[src/rtl/mem_access_ctrl.sv]
// Data-memory access sequencer between EX/MEM and a req/ack memory port.
// Stalls the pipeline for the duration of each access and flags misalignment and timeouts.
module mem_access_ctrl #(
    parameter int unsigned TIMEOUT = 255,
    parameter int unsigned CNT_W   = 8
) (
    input  logic        Clock,
    input  logic        Reset_n,
    input  logic        MemRead_In,
    input  logic        MemWrite_In,
    input  logic [1:0]  ByteSel_In,
    input  logic [31:0] Addr_In,
    input  logic [31:0] WData_In,
    output logic        Mem_Req,
    output logic        Mem_We,
    output logic [31:0] Mem_Addr,
    output logic [31:0] Mem_WData,
    output logic [3:0]  Mem_ByteEn,
    input  logic        Mem_Ack,
    input  logic [31:0] Mem_RData,
    output logic        Stall,
    output logic [31:0] RData_Out,
    output logic        RData_Valid,
    output logic        Misalign_Err,
    output logic        Timeout_Err
);

    // state  | meaning
    // IDLE   | no access in flight; decode EX/MEM
    // WAIT   | request outstanding, counting cycles to timeout
    // DONE   | access finished; EX/MEM still holds it, so inputs are ignored
    // ERR    | memory never acked; pipeline frozen until reset
    typedef enum logic [1:0] {
        S_IDLE = 2'd0,
        S_WAIT = 2'd1,
        S_DONE = 2'd2,
        S_ERR  = 2'd3
    } state_t;

    localparam logic [CNT_W-1:0] CNT_LAST = CNT_W'(TIMEOUT - 1);

    state_t            state_q, state_d;
    logic [CNT_W-1:0]  cnt_q, cnt_d;
    logic              req_q, req_d;
    logic              we_q, we_d;
    logic [31:0]       addr_q, addr_d;
    logic [31:0]       wdata_q, wdata_d;
    logic [3:0]        be_q, be_d;
    logic [31:0]       rdata_q, rdata_d;
    logic              valid_q, valid_d;
    logic              mis_err_q, mis_err_d;
    logic              to_err_q, to_err_d;
    logic              stall_c;

    logic              acc, mis, is_half, is_byte, is_word;
    logic [3:0]        be_dec;
    logic [31:0]       wdata_dec;

    always_comb begin
        acc     = MemRead_In | MemWrite_In;
        is_half = (ByteSel_In == 2'b01);
        is_byte = (ByteSel_In == 2'b10);
        is_word = !is_half && !is_byte;
        mis     = (is_word && (Addr_In[1:0] != 2'b00)) || (is_half && Addr_In[0]);
        if (is_half) begin
            be_dec    = Addr_In[1] ? 4'b1100 : 4'b0011;
            wdata_dec = {2{WData_In[15:0]}};
        end else if (is_byte) begin
            be_dec    = 4'b0001 << Addr_In[1:0];
            wdata_dec = {4{WData_In[7:0]}};
        end else begin
            be_dec    = 4'b1111;
            wdata_dec = WData_In;
        end
    end

    always_comb begin
        state_d   = state_q;
        cnt_d     = cnt_q;
        we_d      = we_q;
        addr_d    = addr_q;
        wdata_d   = wdata_q;
        be_d      = be_q;
        rdata_d   = rdata_q;
        mis_err_d = mis_err_q;
        to_err_d  = to_err_q;
        stall_c   = 1'b0;
        case (state_q)
            S_IDLE: begin
                if (acc) begin
                    if (mis) begin
                        mis_err_d = 1'b1;
                    end else begin
                        stall_c = 1'b1;
                        we_d    = MemWrite_In;
                        addr_d  = {Addr_In[31:2], 2'b00};
                        wdata_d = wdata_dec;
                        be_d    = be_dec;
                        cnt_d   = '0;
                        state_d = S_WAIT;
                    end
                end
            end
            S_WAIT: begin
                stall_c = 1'b1;
                cnt_d   = cnt_q + CNT_W'(1);
                if (Mem_Ack) begin
                    if (!we_q) begin
                        rdata_d = Mem_RData;
                    end
                    state_d = S_DONE;
                end else if (cnt_q == CNT_LAST) begin
                    to_err_d = 1'b1;
                    state_d  = S_ERR;
                end
            end
            S_DONE: begin
                state_d = S_IDLE;
            end
            S_ERR: begin
                stall_c = 1'b1;
            end
            default: begin
                state_d = S_IDLE;
            end
        endcase
        // Req and valid come straight from flops so the port sees glitch-free levels.
        req_d   = (state_d == S_WAIT);
        valid_d = (state_d == S_DONE) && !we_d;
    end

    always_ff @(posedge Clock or negedge Reset_n) begin
        if (!Reset_n) begin
            state_q   <= S_IDLE;
            cnt_q     <= '0;
            req_q     <= 1'b0;
            we_q      <= 1'b0;
            addr_q    <= '0;
            wdata_q   <= '0;
            be_q      <= '0;
            rdata_q   <= '0;
            valid_q   <= 1'b0;
            mis_err_q <= 1'b0;
            to_err_q  <= 1'b0;
        end else begin
            state_q   <= state_d;
            cnt_q     <= cnt_d;
            req_q     <= req_d;
            we_q      <= we_d;
            addr_q    <= addr_d;
            wdata_q   <= wdata_d;
            be_q      <= be_d;
            rdata_q   <= rdata_d;
            valid_q   <= valid_d;
            mis_err_q <= mis_err_d;
            to_err_q  <= to_err_d;
        end
    end

    // Stall is combinational in IDLE, so it is masked to keep it low while reset is held.
    assign Stall        = stall_c & Reset_n;
    assign Mem_Req      = req_q;
    assign Mem_We       = we_q;
    assign Mem_Addr     = addr_q;
    assign Mem_WData    = wdata_q;
    assign Mem_ByteEn   = be_q;
    assign RData_Out    = rdata_q;
    assign RData_Valid  = valid_q;
    assign Misalign_Err = mis_err_q;
    assign Timeout_Err  = to_err_q;

endmodule

[config.mk]
export PLATFORM = sky130hd
export DESIGN_NAME = mem_access_ctrl
export DESIGN_NICKNAME = d
export VERILOG_FILES = /design/src/rtl/mem_access_ctrl.sv
export SDC_FILE = /design/constraint.sdc
export NUM_CORES = 1
export LEC_CHECK = 0
export BUFFER_PORTS_ARGS = -buffer_cell sky130_fd_sc_hd__buf_2
export CAP_MARGIN = 30
export CORE_AREA = 4 4 126 128
export DETAILED_ROUTE_END_ITERATION = 8
export DIE_AREA = 0 0 130 132
export MAX_ROUTING_LAYER = met4
export SYNTH_ARGS = -nofsm -noshare
export SYNTH_HDL_FRONTEND = slang
export SYNTH_SLANG_ARGS = --single-unit
[constraint.sdc]
create_clock -name Clock -period 2.37 [get_ports Clock]
set_input_delay 0.474 -clock Clock [delete_from_list [all_inputs] [get_ports Clock]]
set_output_delay 0.474 -clock Clock [all_outputs]
set_load 0.02 [all_outputs]
==> metrics.md, run 1 <==
| Metric | Value |
|---|---|
| Status | `finished clean` |
| Nets | `666` |
| Die X | `130 um` |
| Vias per cell | `4.63` |
| HP Class | `input port to async pin` |
| #FFs+latches synth | `113` |
| Mapped Cells | `341` |
| Synth-to-Final Area Change | `37.2%` |
| Top-count cell post-synth | `dfrtp_1` |
| Row Count | `45` |
| Actual slew at the worst max-slew pin | `591 ps` |
| Largest net degree at the start of global routing | `114` |
| Root Buffer | `clkbuf_16` |
| Final hold violation count | `0` |
| Peak Freq | `455 MHz` |
| Grt total ovfl | `0` |
| Post-CTS setup buffer count | `0` |
| CP Launch Type | `input port` |
| Die ar. | `17200 um2` |
| Mapped Area | `5080 um2` |
| Multi-input gate area | `2070 um2` |
| Final wirelength | `12.0 mm` |
| Crit path max fanout | `3` |
| Leading post-synthesis cells by cell area | `dfrtp_1 56%, mux2_2 14%, mux2_4 14%` |
| Vias | `3511` |
| Antenna cell count | `0` |
| Max-cap violations | `0` |
| Post-layout minimum cycle time | `2200 ps` |
| IO Count | `209` |
| Cts repair resizes | `0` |
| Final Max Slew Viols | `0` |
| DP HPWL | `8.82 mm` |
| Syn_area_per_cell | `14.9 um2` |
| First-pass GRT wire length | `19.5 mm` |
| Area share of the largest cell type after synthesis | `55.6%` |
| GRT Overall Usage | `14.8%` |
| Seq/Total Area, Yosys | `55.6%` |
| Drt wl/cell | `15.9 um` |
| Combinational cell fraction of total power | `40.1%` |
| RSZ-0062 raised after global routing | `false` |
| Int Pwr | `6670 uW` |
| Initial antenna violation count | `0` |
| Worst slew margin | `60.6%` |
| Skew final | `8.20 ps` |
| Worst-Skew Late Latency | `400 ps` |
| Routability Congestion | `0.802` |
| Pre-Repair DR Iteration Count | `4` |
| Final number of setup-violating endpoints | `0` |
| Clock transition at path regs | `50 ps` |
| Clk network pwr share | `26.8%` |
| Synth top cells by count | `113 x dfrtp_1, 63 x mux2_2, 46 x mux2_4, 14 x nand2_1, 13 x o21ai_0` |
| Sequential share of power | `33.1%` |
| IO buf count | `206` |
| Hold_buf cts | `0` |
| Switching pwr | `3560 uW` |
| Core area | `14900 um2` |
| Die Height | `132 um` |
| Total Power | `10200 uW` |
| Total negative slack | `0 ps` |
| Prevailing post-synth register cell | `dfrtp_1` |
| Max rail drop VDD | `0.505 mV` |
| Clock buffer depth | `2` |
| H-tree Lvls | `4` |
| Antenna Nets Post-Route | `0` |
| Vias in the first global route | `3871` |
| Register Area | `2830 um2` |
| Post-synth EDFFs | `0` |
| Crit path capture type | `output port` |
| Clock tree from TritonCTS | `built` |
| Detailed-route DRC error count | `0` |
| Yosys cell types | `41` |
| Total CTS buffers | `17` |
| Share of cells above drive strength 1 | `64.3%` |
| Period utilization | `92.7%` |
| Fill cell count | `1398` |
| Asr flop ratio synth | `100%` |
| Yosys Warn Count | `0` |
| Dominant cell type by area after synthesis | `dfrtp_1` |
| Critical path data arrival time | `1720 ps` |
| CP required | `1900 ps` |
| DR iter-0 viols | `118` |
| PwrDens | `1470 nW/um2` |
| TritonCTS Sinks | `113` |
| Sw Share | `34.8%` |
| Leak Pwr | `0.00342 uW` |
| WS Path Type | `input port to output port` |
| Starting Density | `34.2%` |
[cells by family after synthesis]
kind of cell	after synthesis	share of synthesized area (%)
compound gates	35	4.95
fa+ha+maj	4	0.985
other cells	1	0.0738
mux	123	30.4
buf+inv	26	3.79
simple gates	39	4.18
flops	113	55.6
[metal layers]
| layer | routed length [um] | track usage (%) | vias to the layer above |
|---|---|---|---|
| met2 | 5530 | 22.3 | 148 |
| met4 | 257 | 6.29 | 0 |
| li1 | - | - | 1653 |
| met1 | 5190 | 18.3 | 1691 |
| met5 | 0 | - | - |
| met3 | 1070 | 4.86 | 19 |
[layout by cell type, fill, tap and decap left out, drive strengths merged, types with 2 or more instances in the layout]
cell,n
ha,4
o22ai,5
nor2,7
o21ai,14
mux2,113
clkbuf,20
conb,2
mux2i,10
a21oi,3
or2,2
clkinv,4
dfrtp,113
a31o,2
nand3,3
clkinvlp,2
nand2,14
bufinv,5
inv,7
or3,2
nand2b,4
o211ai,2
buf,217
nand4,2
[per-stage QoR]
| step | util, % | cell area [um2] | cells | setup WS, ps | hold WS (ps) |
|---|---|---|---|---|---|
| CTS | 46.9 | 6980 | 759 | 152 | 196 |
| detailed placement | 42.6 | 6330 | 728 | 157 | 472 |
| global placement | 42.6 | 6330 | 728 | 134 | 462 |
| finish | 46.9 | 6980 | 759 | 173 | 184 |
| global route | 46.9 | 6980 | 759 | 77.6 | 219 |
| floorplan | - | 5090 | 342 | 216 | 178 |
[worst max-delay path, cell delays in order]
cell and delay [ps]:
buf_2 100, inv_1 40, ha_1 320, o21ai_2 210
o2111a_1 280, o21a_1 130, buf_2 160
[registers in the layout, summed over array words and instances (netlist names)]
signal,flops
state_q,2
Mem_Addr,30
Mem_WData,32
RData_Valid,1
Mem_We,1
Timeout_Err,1
Mem_Req,1
RData_Out,32
Mem_ByteEn,4
cnt_q,8
Misalign_Err,1
[power groups by stage]
stage / Combinational (uW) / Sequential, uW / Clock [uW]
after floorplan: 1740 / 4440 / 0
after global placement: 4120 / 3370 / 0
after CTS: 4170 / 3400 / 2840
final: 4100 / 3390 / 2750
after detailed placement: 4170 / 3410 / 0
after global routing: 4380 / 3520 / 2930
[path summary, 6_finish.rpt]
kind / from / end / slack [ps] / cells after the start
max in group asynchronous: Reset_n / Mem_Addr[23]$_DFFE_PN0N_ / 1760 / 2
setup / recovery: ByteSel_In[0] / Stall / 170 / 7
setup reg to reg: state_q[1]$_DFF_PN0_ / Mem_WData[14]$_DFFE_PN0N_ / 680 / 4
hold reg to reg: Misalign_Err$_DFFE_PN0P_ / Misalign_Err$_DFFE_PN0P_ / 470 / 1
min in group Clock: Addr_In[28] / Mem_Addr[28]$_DFFE_PN0N_ / 290 / 2
hold / removal: Reset_n / Mem_ByteEn[0]$_DFFE_PN0N_ / 180 / 2
[layout make-up]
type,instances,share of cell area [%]
Clock buffer,20,6.55
Clock inverter,11,2.65
Inverter,7,0.377
Multi-Input combinational cell,203,29.6
Sequential cell,113,40.5
Tap cell,188,3.37
Timing Repair Buffer,217,16.9
Note: power is estimated with default switching activity, not from simulation.
==> run 2: changes to the inputs <==
Settings changed: REMOVE_ABC_BUFFERS from default to 1.
==> run 2 against run 1 <==
Cell area decreased by 0.75%; critical endpoint unchanged; clock skew decreased by 4.0 ps; largest power group unchanged; non-clock buffer count increased by 1; final cell count increased by 0.13%.
==> metrics.md, run 2 (synthesis gave the netlist of run 1 again) <==
| Metric | Value |
|---|---|
| Initial antenna violation count | `0` |
| Vias per cell | `4.64` |
| CP dominant cell by count | `buf_2` |
| Post-CTS setup buffer count | `0` |
| GRT Overall Usage | `15.5%` |
| Core area | `14900 um2` |
| Final Max Slew Viols | `0` |
| Leak Pwr | `0.00340 uW` |
| Most common cell after layout, fill and taps aside | `buf_2` |
| Clock transition at path regs | `50 ps` |
| Crit path max fanout | `3` |
| Worst slew margin | `60.5%` |
| Skew final | `4.19 ps` |
| TritonCTS Sinks | `113` |
| Synth-to-Final Area Change | `36.2%` |
| DR iter-0 viols | `55` |
| Antenna cell count | `0` |
| Post-layout minimum cycle time | `2170 ps` |
| Slowest-stage cell, CP | `ha_1` |
| Fill cell count | `1394` |
| Routability Congestion | `0.806` |
| Antenna Nets Post-Route | `0` |
| Grt total ovfl | `0` |
| HP Class | `input port to async pin` |
| PwrDens | `1460 nW/um2` |
| Vias | `3527` |
| Nets | `667` |
| R2R setup slack | `630 ps` |
| Final wirelength | `12.5 mm` |
| Final number of setup-violating endpoints | `0` |
| Actual slew at the worst max-slew pin | `593 ps` |
| Most frequent cells in the layout | `205 x buf_2, 113 x dfrtp_1, 63 x mux2_2` |
| Peak Freq | `462 MHz` |
| Layout Utilization | `46.6%` |
| RSZ-0062 raised after global routing | `false` |
| Clock buffer depth | `2` |
| Critical path data arrival time | `1690 ps` |
| WP buf/inv | `3` |
| Total negative slack | `0 ps` |
| Final hold violation count | `0` |
| CP Launch Type | `input port` |
| Clock tree from TritonCTS | `built` |
| Period utilization | `91.4%` |
| DP HPWL | `9.06 mm` |
| Cts repair resizes | `0` |
| Root Buffer | `clkbuf_16` |
| Vias in the first global route | `3980` |
| Total Power | `10100 uW` |
| Pre-Repair DR Iteration Count | `4` |
| Max incr delay on CP | `310 ps` |
| Largest net degree at the start of global routing | `114` |
| Reg2Reg Capture Point | `Mem_WData[25]$_DFFE_PN0N_` |
| Worst-Skew Late Latency | `400 ps` |
| IO Count | `209` |
| IO buf count | `206` |
| First-pass GRT wire length | `20.4 mm` |
| Max rail drop VDD | `0.717 mV` |
| Drt wl/cell | `16.5 um` |
| Worst R2R Path Depth | `4` |
| RR Startpoint | `state_q[1]$_DFF_PN0_` |
| Crit path capture type | `output port` |
| CP Cell Sequence | `buf_2 > inv_1 > ha_1 > o21ai_2 > o2111a_2 > o21a_1 > buf_2` |
| Total CTS buffers | `17` |
| Crit path max-delay family | `compound AO/OA/AOI/OAI gates` |
| WS Path Type | `input port to output port` |
| CP required | `1900 ps` |
| Status | `finished clean` |
| Die ar. | `17200 um2` |
| Die Height | `132 um` |
| Row Count | `45` |
| Die X | `130 um` |
| H-tree Lvls | `4` |
| Share of cells above drive strength 1 | `64.0%` |
| Hold_buf cts | `0` |
| Detailed-route DRC error count | `0` |
| Max-cap violations | `0` |
| Starting Density | `34.2%` |
## run 2: changes by cell type in the layout (fill, tap and decap cells not counted), sizes merged
cell      change
clkinvlp      -2
clkbuf        +7
bufinv        -2
buf           +1
clkinv        -3
## run 2: layout make-up
| cell class | instances | area [um2] | share of cell area [%] |
|---|---|---|---|
| flip-flops and latches | 113 | 2830 | 40.8 |
| clock buffers | 27 | 523 | 7.55 |
| inverters | 7 | 26.3 | 0.379 |
| clock inverters | 4 | 95.1 | 1.37 |
| well taps | 188 | 235 | 3.40 |
| multi-input cells | 203 | 2070 | 29.9 |
| repair buffers | 218 | 1150 | 16.6 |
## run 2: worst reg2reg max path, delay by kind of cell, from the launching register on
kind                   cells  cell delay, ps
muxes                      1             390
DFF                        1             480
and+or+nand+nor            1             210
AOI/OAI and AO/OA          1             250
buffers and inverters      1             310
## run 2: where the power goes
group	switching (uW)	leakage, uW	internal, uW	total, uW
Clock	820	0.000304	1810	2630
Combinational	2170	0.00174	1880	4060
Sequential	567	0.00135	2860	3430
## run 2: how the worst max path moves through the flow
stage | cells past startpoint | start | slack (ps) | to
CTS | 7 | ByteSel_In[0] | 190 | Stall
floorplan | 5 | ByteSel_In[1] | -530 | Stall
global route | 7 | ByteSel_In[0] | 110 | Stall
detailed placement | 7 | ByteSel_In[0] | 160 | Mem_ByteEn[3]$_DFFE_PN0N_
global placement | 7 | ByteSel_In[0] | 190 | Mem_WData[25]$_DFFE_PN0N_
finish | 7 | ByteSel_In[0] | 200 | Stall
## run 2: layer usage
metal,wire (um),global-route usage [%],vias up
met4,227,5.83,0
li1,-,-,1662
met5,0,-,-
met3,809,4.50,20
met1,5390,18.6,1716
met2,6090,24.5,129
## run 2: per-stage QoR
step | worst slack [ps] | instances | area, um2 | hold WS (ps)
floorplan | -532 | 323 | 4920 | 178
global placement | 186 | 729 | 6310 | 456
detailed placement | 160 | 729 | 6310 | 458
CTS | 187 | 760 | 6920 | 200
global route | 107 | 760 | 6920 | 226
finish | 204 | 760 | 6920 | 178
==> run 3: changes to the inputs <==
Settings changed: CORE_AREA 4 4 126 128 to 4 4 108 110, DIE_AREA 0 0 130 132 to 0 0 112 114, PLACE_DENSITY from default to 0.79, SLEW_MARGIN from default to 20.
==> run 3 against run 2 <==
Clock-buffer cell count is 4 lower; clock skew is 0.66 ps higher; non-clock buffer count is 1 lower; critical path type is now register to output port; utilization is 17 points higher; power is 3.4% lower; maximum frequency is 3.0% lower; sequential cell count stayed put; sequential share of layout area is 0.77 points higher; global-route usage is 4.3 points higher; combinational power hardly changed; clock power is 14% lower.
==> metrics.md, run 3 (synthesis gave the netlist of run 1 again) <==
| Metric | Value |
|---|---|
| Switching pwr | `3570 uW` |
| Max rail drop VDD | `0.817 mV` |
| Max-cap violations | `0` |
| Layout Utilization | `63.5%` |
| Setup Slack @ Placement | `190 ps` |
| Clock tree from TritonCTS | `built` |
| Nets | `666` |
| Crit path capture type | `output port` |
| Synth-to-Final Area Change | `33.7%` |
| GRT Overall Usage | `19.7%` |
| DP Area | `6260 um2` |
| Starting Density | `47.5%` |
| Leak Pwr | `0.00337 uW` |
| Worst Setup Slack, final | `138 ps` |
| Clock buffer depth | `2` |
| Initial antenna violation count | `1` |
| Cts repair resizes | `0` |
| Final std cell area, no fill | `6800 um2` |
| Die Height | `114 um` |
| Final wirelength | `12.3 mm` |
| First-pass GRT wire length | `19.0 mm` |
| Vias | `3618` |
| WS Path Type | `register to output port` |
| Status | `finished clean` |
| CP Launch Type | `register` |
| Reg2Reg Capture Point | `Mem_WData[9]$_DFFE_PN0N_` |
| Core area | `10700 um2` |
| HP Class | `input port to async pin` |
| IO Count | `209` |
| Combinational cell fraction of total power | `41.7%` |
| Final hold violation count | `0` |
| Most common cell after layout, fill and taps aside | `buf_2` |
| H-tree Lvls | `4` |
| Vias per cell | `5.08` |
| Crit path max fanout | `8` |
| PwrDens | `1440 nW/um2` |
| Drt wl/cell | `17.3 um` |
| Final Max Slew Viols | `0` |
| Hold_buf cts | `0` |
| Pre-Repair DR Iteration Count | `4` |
| Worst R2R Path Depth | `4` |
| Vias in the first global route | `3968` |
| Period utilization | `94.2%` |
| R2R setup slack | `680 ps` |
| Sequential share of power | `35.1%` |
| Worst-Skew Late Latency | `520 ps` |
| Total CTS buffers | `17` |
| Sw Share | `36.6%` |
| Antenna Nets Post-Route | `0` |
| Root Buffer | `clkbuf_8` |
| Clock transition at path regs | `50 ps` |
| DP HPWL | `9.03 mm` |
| Most frequent cells in the layout | `205 x buf_2, 113 x dfrtp_1, 63 x mux2_2` |
| CP required | `1900 ps` |
| Peak Freq | `448 MHz` |
| Grt total ovfl | `0` |
| Post-CTS setup buffer count | `0` |
| Largest net degree at the start of global routing | `114` |
| RR Startpoint | `state_q[1]$_DFF_PN0_` |
| Actual slew at the worst max-slew pin | `612 ps` |
| IO buf count | `206` |
| Int Pwr | `6200 uW` |
| RSZ-0062 raised after global routing | `false` |
| Post-layout minimum cycle time | `2230 ps` |
| Critical path data arrival time | `1760 ps` |
| Skew final | `4.85 ps` |
| Die ar. | `12800 um2` |
| TritonCTS Sinks | `113` |
| Detailed-route DRC error count | `0` |
| Routability Congestion | `0.819` |
| Row Count | `38` |
| Worst slew margin | `59.2%` |
| Clk network pwr share | `23.2%` |
| Share of cells above drive strength 1 | `64.0%` |
| DR iter-0 viols | `119` |
| Die X | `112 um` |
| Final number of setup-violating endpoints | `0` |
## run 3: power groups by stage
stage	Clock, uW	Sequential (uW)	Combinational [uW]
after floorplan	0	4460	1630
after detailed placement	0	3430	4140
after global placement	0	3400	4040
final	2270	3430	4080
after global routing	2400	3540	4330
after CTS	2310	3430	4140
## run 3: per-layer routing
layer / up-vias / share of wire [%] / global-route usage [%]
met5: - / 0 / -
met4: 0 / 2.8 / 10.8
met2: 125 / 51 / 32.2
li1: 1660 / - / -
met1: 1806 / 40 / 22.3
met3: 27 / 5.8 / 5.20
## run 3: cell type report
cell class	instances	area [um2]
inverter	7	26.3
fill	865	3900
multi-input combinational	203	2070
clock inverter	7	60.1
antenna	2	5.00
sequential	113	2830
clock buffer	23	467
timing repair buffer	217	1170
tap	140	175
## run 3: stage by stage
stage,setup TNS [ps],std cells,total power [uW],hold WS (ps)
2_1_floorplan,-18320,323,6090,178
3_5_place_dp,0,680,7560,463
6_report,0,712,9770,31.5
3_3_place_gp,0,680,7440,452
4_1_cts,0,710,9880,74.7
5_1_grt,0,711,10300,107
## run 3: worst max-delay path by stage
stage                                    start     to  slack (ps)
final                     state_q[1]$_DFF_PN0_  Stall         140
after global routing      state_q[1]$_DFF_PN0_  Stall          50
after CTS                 state_q[1]$_DFF_PN0_  Stall         100
after detailed placement         ByteSel_In[0]  Stall         190
after global placement           ByteSel_In[0]  Stall         220
after floorplan                  ByteSel_In[1]  Stall        -530
## run 3: worst max-delay path, stage by stage, from the launching register on
cell and delay, ps:
dfrtp_1 480, nor2_2 210, o2111a_2 260, o21a_1 120
buf_2 170
